--- config.mk ---
export PLATFORM = sky130hd
export DESIGN_NAME = switch_debouncer
export DESIGN_NICKNAME = d
export VERILOG_FILES = /design/src/rtl/switch_debouncer.sv
export SDC_FILE = /design/constraint.sdc
export NUM_CORES = 1
export LEC_CHECK = 0
export CAP_MARGIN = 40
export CORE_ASPECT_RATIO = 0.9
export CORE_MARGIN = 2
export CORE_UTILIZATION = 49
export CTS_BUF_LIST = sky130_fd_sc_hd__clkbuf_16
export DETAILED_ROUTE_END_ITERATION = 12
export GPL_ROUTABILITY_DRIVEN = 0
export PLACE_DENSITY_LB_ADDON = 0.12
export SLEW_MARGIN = 25
export SYNTH_ARGS = -nofsm -noshare
export SYNTH_HDL_FRONTEND = slang
export SYNTH_SLANG_ARGS = --single-unit
--- constraint.sdc ---
create_clock -name clk -period 2.12 [get_ports clk]
set_input_delay 0.636 -clock clk [delete_from_list [all_inputs] [get_ports clk]]
set_output_delay 0.636 -clock clk [all_outputs]
set_load 0.03 [all_outputs]
--- src/rtl/switch_debouncer.sv ---
// rtl/switch_debouncer.sv - per-channel switch synchroniser and debouncer
//
// Purpose:
//   Takes raw board slide-switch levels, synchronises each one into clk
//   and debounces it with its own stability counter and two-state FSM.
//   The outputs are clean levels plus one-cycle rise/fall pulses.
//
// Ports:
//   clk           system clock, all state updates on its rising edge
//   rst_n         asynchronous active-low reset
//   raw_switches  raw switch levels, asynchronous to clk
//   switches      debounced levels
//   rise          one-cycle pulse per channel on a debounced 0->1
//   fall          one-cycle pulse per channel on a debounced 1->0
//   any_change    OR of all rise and fall bits

module switch_debouncer #(
    parameter int WIDTH         = 8,
    parameter int STABLE_CYCLES = 50000,
    parameter int CNT_BITS      = 16
) (
    input  logic             clk,
    input  logic             rst_n,
    input  logic [WIDTH-1:0] raw_switches,
    output logic [WIDTH-1:0] switches,
    output logic [WIDTH-1:0] rise,
    output logic [WIDTH-1:0] fall,
    output logic             any_change
);

    // Parameter sanity: the counter must be able to hold STABLE_CYCLES-1.
    generate
        if (WIDTH < 1) begin : gen_bad_width
            $error("switch_debouncer: WIDTH must be >= 1");
        end
        if (STABLE_CYCLES < 1) begin : gen_bad_stable
            $error("switch_debouncer: STABLE_CYCLES must be >= 1");
        end
        if ((longint'(STABLE_CYCLES) - 64'sd1) >= (longint'(1) << CNT_BITS)) begin : gen_bad_cnt
            $error("switch_debouncer: CNT_BITS too small for STABLE_CYCLES");
        end
    endgenerate

    localparam logic [CNT_BITS-1:0] LP_LAST = CNT_BITS'(STABLE_CYCLES - 1);

    typedef enum logic {
        ST_STABLE = 1'b0,
        ST_CHECK  = 1'b1
    } state_t;

    // Two-flop synchroniser; only the second stage feeds the FSMs.
    logic [WIDTH-1:0] r_sync1;
    logic [WIDTH-1:0] r_sync2;

    always_ff @(posedge clk or negedge rst_n) begin
        if (!rst_n) begin
            r_sync1 <= '0;
            r_sync2 <= '0;
        end else begin
            r_sync1 <= raw_switches;
            r_sync2 <= r_sync1;
        end
    end

    genvar gi;
    generate
        for (gi = 0; gi < WIDTH; gi++) begin : gen_ch
            state_t              r_state;
            logic [CNT_BITS-1:0] r_cnt;
            logic                r_level;
            logic                r_rise;
            logic                r_fall;
            logic                w_mismatch;

            assign w_mismatch = r_sync2[gi] ^ r_level;

            // A channel commits only after the synchronised input has
            // disagreed with the debounced level for STABLE_CYCLES
            // consecutive CHECK evaluations; any agreement in between
            // throws the count away.
            always_ff @(posedge clk or negedge rst_n) begin
                if (!rst_n) begin
                    r_state <= ST_STABLE;
                    r_cnt   <= '0;
                    r_level <= 1'b0;
                    r_rise  <= 1'b0;
                    r_fall  <= 1'b0;
                end else begin
                    // Pulses last exactly one cycle after the commit edge.
                    r_rise <= 1'b0;
                    r_fall <= 1'b0;
                    case (r_state)
                        ST_STABLE: begin
                            r_cnt <= '0;
                            if (w_mismatch) begin
                                r_state <= ST_CHECK;
                            end
                        end
                        ST_CHECK: begin
                            if (!w_mismatch) begin
                                // Input bounced back to the current level.
                                r_state <= ST_STABLE;
                                r_cnt   <= '0;
                            end else if (r_cnt == LP_LAST) begin
                                r_level <= r_sync2[gi];
                                r_rise  <= r_sync2[gi];
                                r_fall  <= ~r_sync2[gi];
                                r_state <= ST_STABLE;
                                r_cnt   <= '0;
                            end else begin
                                r_cnt <= r_cnt + CNT_BITS'(1);
                            end
                        end
                        default: begin
                            r_state <= ST_STABLE;
                            r_cnt   <= '0;
                        end
                    endcase
                end
            end

            assign switches[gi] = r_level;
            assign rise[gi]     = r_rise;
            assign fall[gi]     = r_fall;
        end
    endgenerate

    assign any_change = |{rise, fall};

endmodule

==> run metrics, run 1 <==
status complete, but fails checks; failing checks negative setup slack; reg-to-reg slack, setup -0.17 ns; Max Fclk 433 MHz; Cell Rows 44; Worst Path Arrival 1.68 ns; Root Buffer clkbuf_16; met1 Track Usage GR 0.251; H-tree levels 4; Max Transition Viols Final 0; slew at the pin closest to its max-slew limit 0.477 ns; Final setup viols 20; commonest non-fill, non-tap cell in the layout dfrtp_1; Netlist Area Pre-Place 0.00801 mm²; I/O pins 35; GR Util met2 0.299; DR iter-0 viols 262; fin crit period 2.31 ns; Placeable Area 0.0161 mm²; Clock Tree Buf Depth 2; commonest cells after routing, fill and taps aside dfrtp_1, nor2_1, xnor2_1; drt total wl 14.9 mm; Worst Reg-to-Reg Cells 4; Final period util 1.09; Hold-fix buffers, CTS 0; met3 usage 0.0402; RSZ-0062 raised after global routing yes; clock latency on the worst-skew pair 0.42 ns; Max Cap Violations 0; die width 139 µm; CP Data Required Time 1.48 ns; CTS buffer count 17; Hold Slack 0.0990 ns; Seq cells post-synth 176; critical path class reg -> out; first-pass GRT wire length 26.6 mm; Crit. Startpoint gen_ch[7].r_rise$_DFF_PN0_; Initial Utilization 0.498; layout cells sized above 1 0.115; Hold Fails Final Rpt 0; synthesized instance count 774; TritonCTS Sinks 176; Routed Antenna Nets 0; GR peak layer met2; Seq/Total Area, Yosys 0.550; Max IR drop VDD 0.000803 V; worst hold path type in -> async; Pre-Repair DR Iteration Count 4; largest net degree at the start of global routing 65; LEAKAGE 3.90 nW; via/cell ratio 5.22; total gr overflow 0; Avg Cell Area, Syn 10.4 µm²; Critical Path End Type primary output; Critical Path End any_change; DRC errors left 0; # diodes 0; clock-pin slew on the worst setup and hold paths 0.06 ns; yosys warns 0; critical path launch point type flip-flop; routed length per instance 14.2 µm; Setup WS pre-CTS -0.156 ns; DPL Wire Length 10.3 mm; Netlist cell types 38; port bufs 34; DR vias 5479; Final WS setup -0.192 ns; initial antenna violation count 0; max_slew headroom 0.682; Die Y-Extent 125 µm; area grow syn2layout 16.9%; R2R Path End gen_ch[0].r_level$_DFFE_PN0P_; PD cells 705 mW/mm²; syn_nets 792; overall routing resource usage 0.186; die area 0.0174 mm²; reg2reg start gen_ch[0].r_cnt[13]$_DFF_PN0_; crit path max fanout 2; Final #Nets 851; vias in the first global route 5663; Worst Skew 0.00719 ns; TritonCTS clock tree done
[cell usage after synthesis]
cell type  number  area [µm²]
nand2b_1        3        18.8
nand2_1        33         124
nand4b_1        1        8.76
and2_1          7        43.8
o31ai_1         1        7.51
or3b_2          2        17.5
mux2_4          1        15.0
buf_4          24         180
or3_1           4        25.0
a21o_1          4        30.0
or4bb_2         1        12.5
dfrtp_1       176        4400
or2_2           1        6.26
or4b_2          1        10.0
clkbuf_1        8        30.0
xnor2_1        97         850
nor3b_1        16         120
and2_2          1        7.51
mux2_2          7        78.8
nor4bb_1        1        10.0
and4b_1         1        10.0
nor4_1         36         225
ha_1            8         100
nand3_1        47         235
or4b_1          3        30.0
nor2_1        152         571
nor3_1         31         155
or4bb_1         1        11.3
a21oi_1         1        5.00
nand4_1        29         181
o311ai_4        1        26.3
or4_1           7        52.6
buf_2           3        15.0
or4_4           2        22.5
o211ai_1        2        15.0
xor2_1         22         193
inv_1          32         120
and3_1          7        43.8
[worst min-delay path by stage]
stage,startpoint,endpoint,slack (ns),cells after the start
CTS,rst_n,gen_ch[1].r_cnt[13]$_DFF_PN0_,0.11,1
global route,rst_n,gen_ch[1].r_cnt[13]$_DFF_PN0_,0.11,1
finish,rst_n,gen_ch[1].r_cnt[13]$_DFF_PN0_,0.1,1
detailed placement,r_sync1[1]$_DFF_PN0_,r_sync2[1]$_DFF_PN0_,0.34,0
floorplan,r_sync1[0]$_DFF_PN0_,r_sync2[0]$_DFF_PN0_,0.33,0
global placement,r_sync1[5]$_DFF_PN0_,r_sync2[5]$_DFF_PN0_,0.33,0
[sequential cells by signal, summed over array words and instances (netlist names)]
signal,flops
gen_ch.r_rise,8
gen_ch.r_state,8
r_sync2,8
gen_ch.r_cnt,128
gen_ch.r_level,8
r_sync1,8
gen_ch.r_fall,8
[routing by layer]
layer	vias to the layer above	part of all wire
li1	2718	-
met1	2660	0.47
met2	77	0.48
met3	24	0.029
met4	0	0.021
met5	-	0
[report_power, final]
group,internal (mW),total [mW],leakage [nW],switching [mW]
Combinational,0.0674,0.194,1.23,0.127
Sequential,3.40,3.43,2.39,0.0302
Clock,1.80,2.99,0.278,1.19
Total,5.27,6.61,3.90,1.34
[metrics by stage]
stage          instances   util  instance area (µm²)  TNS, ns  total power, mW
2_1_floorplan        774      -                 8020   -0.198             3.55
3_3_place_gp        1017  0.543                 8730   -0.140             3.68
3_5_place_dp        1017  0.543                 8730   -0.511             3.69
4_1_cts             1045  0.578                 9300   -0.690             6.70
5_1_grt             1049  0.583                 9370    -2.13             6.88
6_report            1049  0.583                 9370   -0.722             6.61
[repair_timing]
item                                    4_1_cts  5_1_grt
endpoints found under the setup margin       39       30
pin swaps                                     3        4
buffers inserted                              0        4
gates resized for setup                      27       11
[cells by family (layout without fill, tap and decap cells)]
logic type               count (synthesis)  after routing  synth area share
multiplexers                             8              8            0.0117
buffers and inverters                   67            135            0.0431
XOR/XNOR                               119            119             0.130
AND/OR/NAND/NOR                        387            387             0.242
AO/OA/AOI/OAI                            9              9            0.0105
flip-flops                             176            176             0.550
adder cells (fa/ha/maj)                  8              8            0.0125
[critical path, stage by stage, from the launching register on]
cell and delay [ns]:
dfrtp_2 0.43, nor4_4 0.32, buf_4 0.16, nand4_1 0.15
buf_6 0.20
[layout make-up]
cell class	count	area, µm²
timing repair buffer	75	702
sequential	176	4410
clock buffer	17	425
inverter	32	120
multi-input combinational	531	3330
clock inverter	11	128
tap	207	259
fill	1393	6710
Note: power is estimated with default switching activity, not from simulation.
==> inputs of run 2 (changes only) <==
Settings changed: SETUP_SLACK_MARGIN set to 0.1.
==> run metrics, run 2 (same netlist as run 1, synthesis figures left out) <==
largest reg by FF count gen_ch.r_cnt; largest net degree at the start of global routing 51; Cell Rows 44; Clock Tree Buf Depth 2; Worst Path Buf+Inv 0; layout cells sized above 1 0.151; Max Fclk 447 MHz; status complete, but fails checks; initial antenna violation count 0; RSZ-0062 raised after global routing yes; Hold Slack 0.172 ns; clock-pin slew on the worst setup and hold paths 0.07 ns; DR iter-0 viols 246; total gr overflow 0; fin crit period 2.23 ns; Max Transition Viols Final 0; die area 0.0174 mm²; Most Frequent Cell on Critical Path or4_4; first-pass GRT wire length 26.8 mm; port bufs 34; via/cell ratio 5.21; Root Buffer clkbuf_16; slew at the pin closest to its max-slew limit 0.533 ns; Final setup viols 19; Routed Antenna Nets 0; I/O pins 35; failing checks negative setup slack; DRC errors left 0; commonest cells after routing, fill and taps aside dfrtp_1, nor2_1, xnor2_1; Final WS setup -0.115 ns; reg2reg start gen_ch[0].r_cnt[13]$_DFF_PN0_; DPL Wire Length 10.6 mm; # diodes 0; Placeable Area 0.0161 mm²; DR vias 5505; CTS buffer count 17; die width 139 µm; Setup TNS -0.399 ns; max_slew headroom 0.644; commonest non-fill, non-tap cell in the layout dfrtp_1; Critical Path End Type flip-flop; Pre-Repair DR Iteration Count 5; TritonCTS clock tree done; max reg flops 128; CP cell instances or4b_1 > or4_4 > or4_4 > mux2_4; Final period util 1.05; overall routing resource usage 0.189; critical path launch point type flip-flop; drt total wl 15.3 mm; Max IR drop VDD 0.000693 V; Worst Skew 0.00878 ns; crit path max fanout 4; Critical Path Slowest Stage Cell or4b_1; clock latency on the worst-skew pair 0.42 ns; CP Data Required Time 2.43 ns; Worst Path Arrival 2.54 ns; Final #Nets 855; TritonCTS Sinks 176; PD cells 719 mW/mm²; Max Cap Violations 0; worst hold path type in -> async; Initial Utilization 0.498; Die Y-Extent 125 µm; CP delay by family, top simple AND/OR/NAND/NOR gates; Crit. Startpoint gen_ch[0].r_cnt[13]$_DFF_PN0_; routed length per instance 14.5 µm; Hold Fails Final Rpt 0; reg-to-reg slack, setup -0.11 ns; area grow syn2layout 19.6%; H-tree levels 4; vias in the first global route 5592; Largest stage delay, worst path 0.51 ns; critical path class reg -> reg; LEAKAGE 3.92 nW
[run 2: changes by cell type in the layout (fill, tap and decap cells not counted), moves of 3 or more]
cell	before	now
nor2_1	151	136
nor2_2	1	12
buf_6	4	8
nor2_4	0	4
nor3b_1	14	10
nor3b_2	2	6
clkdlybuf4s50_1	11	8
dlygate4sd2_1	19	22
nor4_1	33	30
nor4_2	2	5
[run 2: worst paths after layout]
check,to,depth (start not counted)
setup / recovery,gen_ch[0].r_level$_DFFE_PN0P_,4
hold reg to reg,r_sync2[1]$_DFF_PN0_,0
min in group clk,r_sync2[1]$_DFF_PN0_,0
hold / removal,gen_ch[1].r_cnt[13]$_DFF_PN0_,1
max in group asynchronous,gen_ch[1].r_cnt[3]$_DFF_PN0_,2
setup reg to reg,gen_ch[0].r_level$_DFFE_PN0P_,4
[run 2: power by group]
group | leakage, nW | switching (mW) | internal, mW
combinational | 1.23 | 0.135 | 0.0837
clock | 0.297 | 1.28 | 1.97
sequential | 2.40 | 0.0314 | 3.40
[run 2: area by class of cell]
class | count | area, µm²
fill | 1344 | 6490
inverter | 32 | 120
sequential | 176 | 4400
tap | 207 | 259
timing repair buffer | 79 | 753
clock buffer | 17 | 425
clock inverter | 14 | 191
multi-input combinational | 531 | 3430
[run 2: metal layers]
layer / track usage / wire, µm
met1: 0.247 / 7060
met2: 0.318 / 7690
met3: 0.0483 / 458
met4: 0.0475 / 132
met5: 0 / 0
[run 2: metrics by stage]
step           area [µm²]  utilization  setup WS [ns]  total power [mW]  cells
2_1_floorplan        8030            -         -0.150              3.55    774
3_3_place_gp         8740        0.544         -0.122              3.69   1018
3_5_place_dp         8740        0.544         -0.135              3.69   1018
4_1_cts              9440        0.587         -0.140              6.97   1053
5_1_grt              9590        0.596         -0.148              7.16   1056
6_report             9590        0.596         -0.115              6.89   1056
[run 2: timing repair]
item | CTS | global route
gates resized for setup | 37 | 39
buffers inserted | 3 | 4
setup endpoints to repair | 66 | 48
pin swaps | 4 | 5
hold buffers | 0 | 0
cloned | 1 | 0
==> inputs of run 3 (changes only) <==
Clock period 2.12 ns to 2.7 ns, I/O delays scaled along.
==> run metrics, run 3 (same netlist as run 1, synthesis figures left out) <==
status completed; clock-pin slew on the worst setup and hold paths 0.06 ns; max reg flops 128; Max IR drop VDD 0.000553 V; DR vias 5316; TritonCTS clock tree done; reg-to-reg slack, setup 0.33 ns; Final Power 5.26 mW; clock latency on the worst-skew pair 0.42 ns; CTS buffer count 17; Max Fclk 417 MHz; Setup TNS 0 ns; fin cells 1018; placed instance count 986; total gr overflow 0; I/O pins 35; Worst Path Buf+Inv 1; die area 0.0174 mm²; CP cell instances clkdlybuf4s50_1; slew at the pin closest to its max-slew limit 0.668 ns; Net Switching 1.18 mW; initial antenna violation count 0; Hold-fix buffers, CTS 0; Final WS setup 0.304 ns; Final setup viols 0; DRC errors left 0; largest reg by FF count gen_ch.r_cnt; combinational power share 0.026; largest net degree at the start of global routing 55; Routed Antenna Nets 0; Final period util 0.887; die width 139 µm; Critical Path Slowest Stage Cell clkdlybuf4s50_1; Hold Slack 0.317 ns; Cell Rows 44; fin crit period 2.40 ns; port bufs 34; Root Buffer clkbuf_16; Max Transition Viols Final 0; critical path class reg -> out; crit path max fanout 5; Hold Fails Final Rpt 0; Placeable Area 0.0161 mm²; Clock power frac 0.463; H-tree levels 4; routed length per instance 14.3 µm; worst hold path type in -> async; max_slew headroom 0.554; # diodes 0; Setup WS pre-CTS 0.342 ns; Pre-Repair DR Iteration Count 4; critical path launch point type flip-flop; Worst Skew 0.0107 ns; DR iter-0 viols 320; Initial Utilization 0.498; commonest cells after routing, fill and taps aside dfrtp_1, nor2_1, xnor2_1; R2R Path End gen_ch[0].r_level$_DFFE_PN0P_; area grow syn2layout 12.8%; Critical Path End Type primary output; switch share 0.224; P_int 4.08 mW; TritonCTS Sinks 176; LEAKAGE 3.56 nW; first-pass GRT wire length 25.4 mm; DPL Wire Length 10.1 mm; Clock Tree Buf Depth 2; Largest stage delay, worst path 0.75 ns; Die Y-Extent 125 µm; Max Cap Violations 0; Seq pwr share 0.512; Final #Nets 816; CP Data Required Time 1.89 ns; overall routing resource usage 0.181; drt total wl 14.6 mm; Setup Fix Bufs, Post-CTS 0; layout cells sized above 1 0.0678; Worst Reg-to-Reg Cells 4; commonest non-fill, non-tap cell in the layout dfrtp_1; vias in the first global route 5259; PD cells 582 mW/mm²; reg2reg start gen_ch[0].r_cnt[13]$_DFF_PN0_; via/cell ratio 5.22; Worst Path Arrival 1.59 ns; RSZ-0062 raised after global routing no; CP delay by family, top buffers and inverters
## run 3: routing by layer
layer / track usage / part of all wire
met5: 0 / 0
met3: 0.0475 / 0.036
met4: 0.0576 / 0.016
met1: 0.247 / 0.48
met2: 0.285 / 0.46
## run 3: cell type report
cell class                      instances  area [µm²]
Timing Repair Buffer                   40         407
Fill cell                            1347        7040
Sequential cell                       176        4400
Clock buffer                           17         425
Inverter                               32         120
Clock inverter                         15         158
Tap cell                              207         259
Multi-Input combinational cell        531        3260
## run 3: power groups by stage
stage | registers (mW) | logic [mW] | clock network (mW)
after global placement | 2.74 | 0.138 | 0
after global routing | 2.69 | 0.161 | 2.61
after floorplan | 2.73 | 0.0547 | 0
final | 2.69 | 0.136 | 2.43
after detailed placement | 2.74 | 0.142 | 0
after CTS | 2.69 | 0.143 | 2.50
## run 3: timing repair
action	CTS	global route
endpoints found under the setup margin	1	1
endpoints found under the hold margin	0	0
gates cloned	0	0
resized for setup	1	2
pin swaps	0	0
## run 3: how the worst max path moves through the flow
stage                                  startpoint                            end  slack [ns]  cells after the start
floorplan           gen_ch[0].r_cnt[13]$_DFF_PN0_  gen_ch[0].r_level$_DFFE_PN0P_        0.43                      4
global placement       gen_ch[5].r_rise$_DFF_PN0_                     any_change        0.36                      3
detailed placement     gen_ch[4].r_fall$_DFF_PN0_                     any_change        0.34                      3
CTS                    gen_ch[4].r_fall$_DFF_PN0_                     any_change        0.11                      3
global route        gen_ch[0].r_cnt[13]$_DFF_PN0_  gen_ch[0].r_cnt[11]$_DFF_PN0_        0.20                      4
finish              gen_ch[0].r_level$_DFFE_PN0P_                    switches[0]        0.30                      1
## run 3: metrics by stage
stage	area (µm²)	utilization
2_1_floorplan	8010	-
3_3_place_gp	8460	0.526
3_5_place_dp	8460	0.526
4_1_cts	9040	0.562
5_1_grt	9030	0.562
6_report	9030	0.562
## run 3: worst register-to-register path: stages, from the launching register on
cell     delay [ns]
dfrtp_1        0.42
or4b_1         0.53
or4_4          0.52
or4_4          0.47
mux2_4         0.31
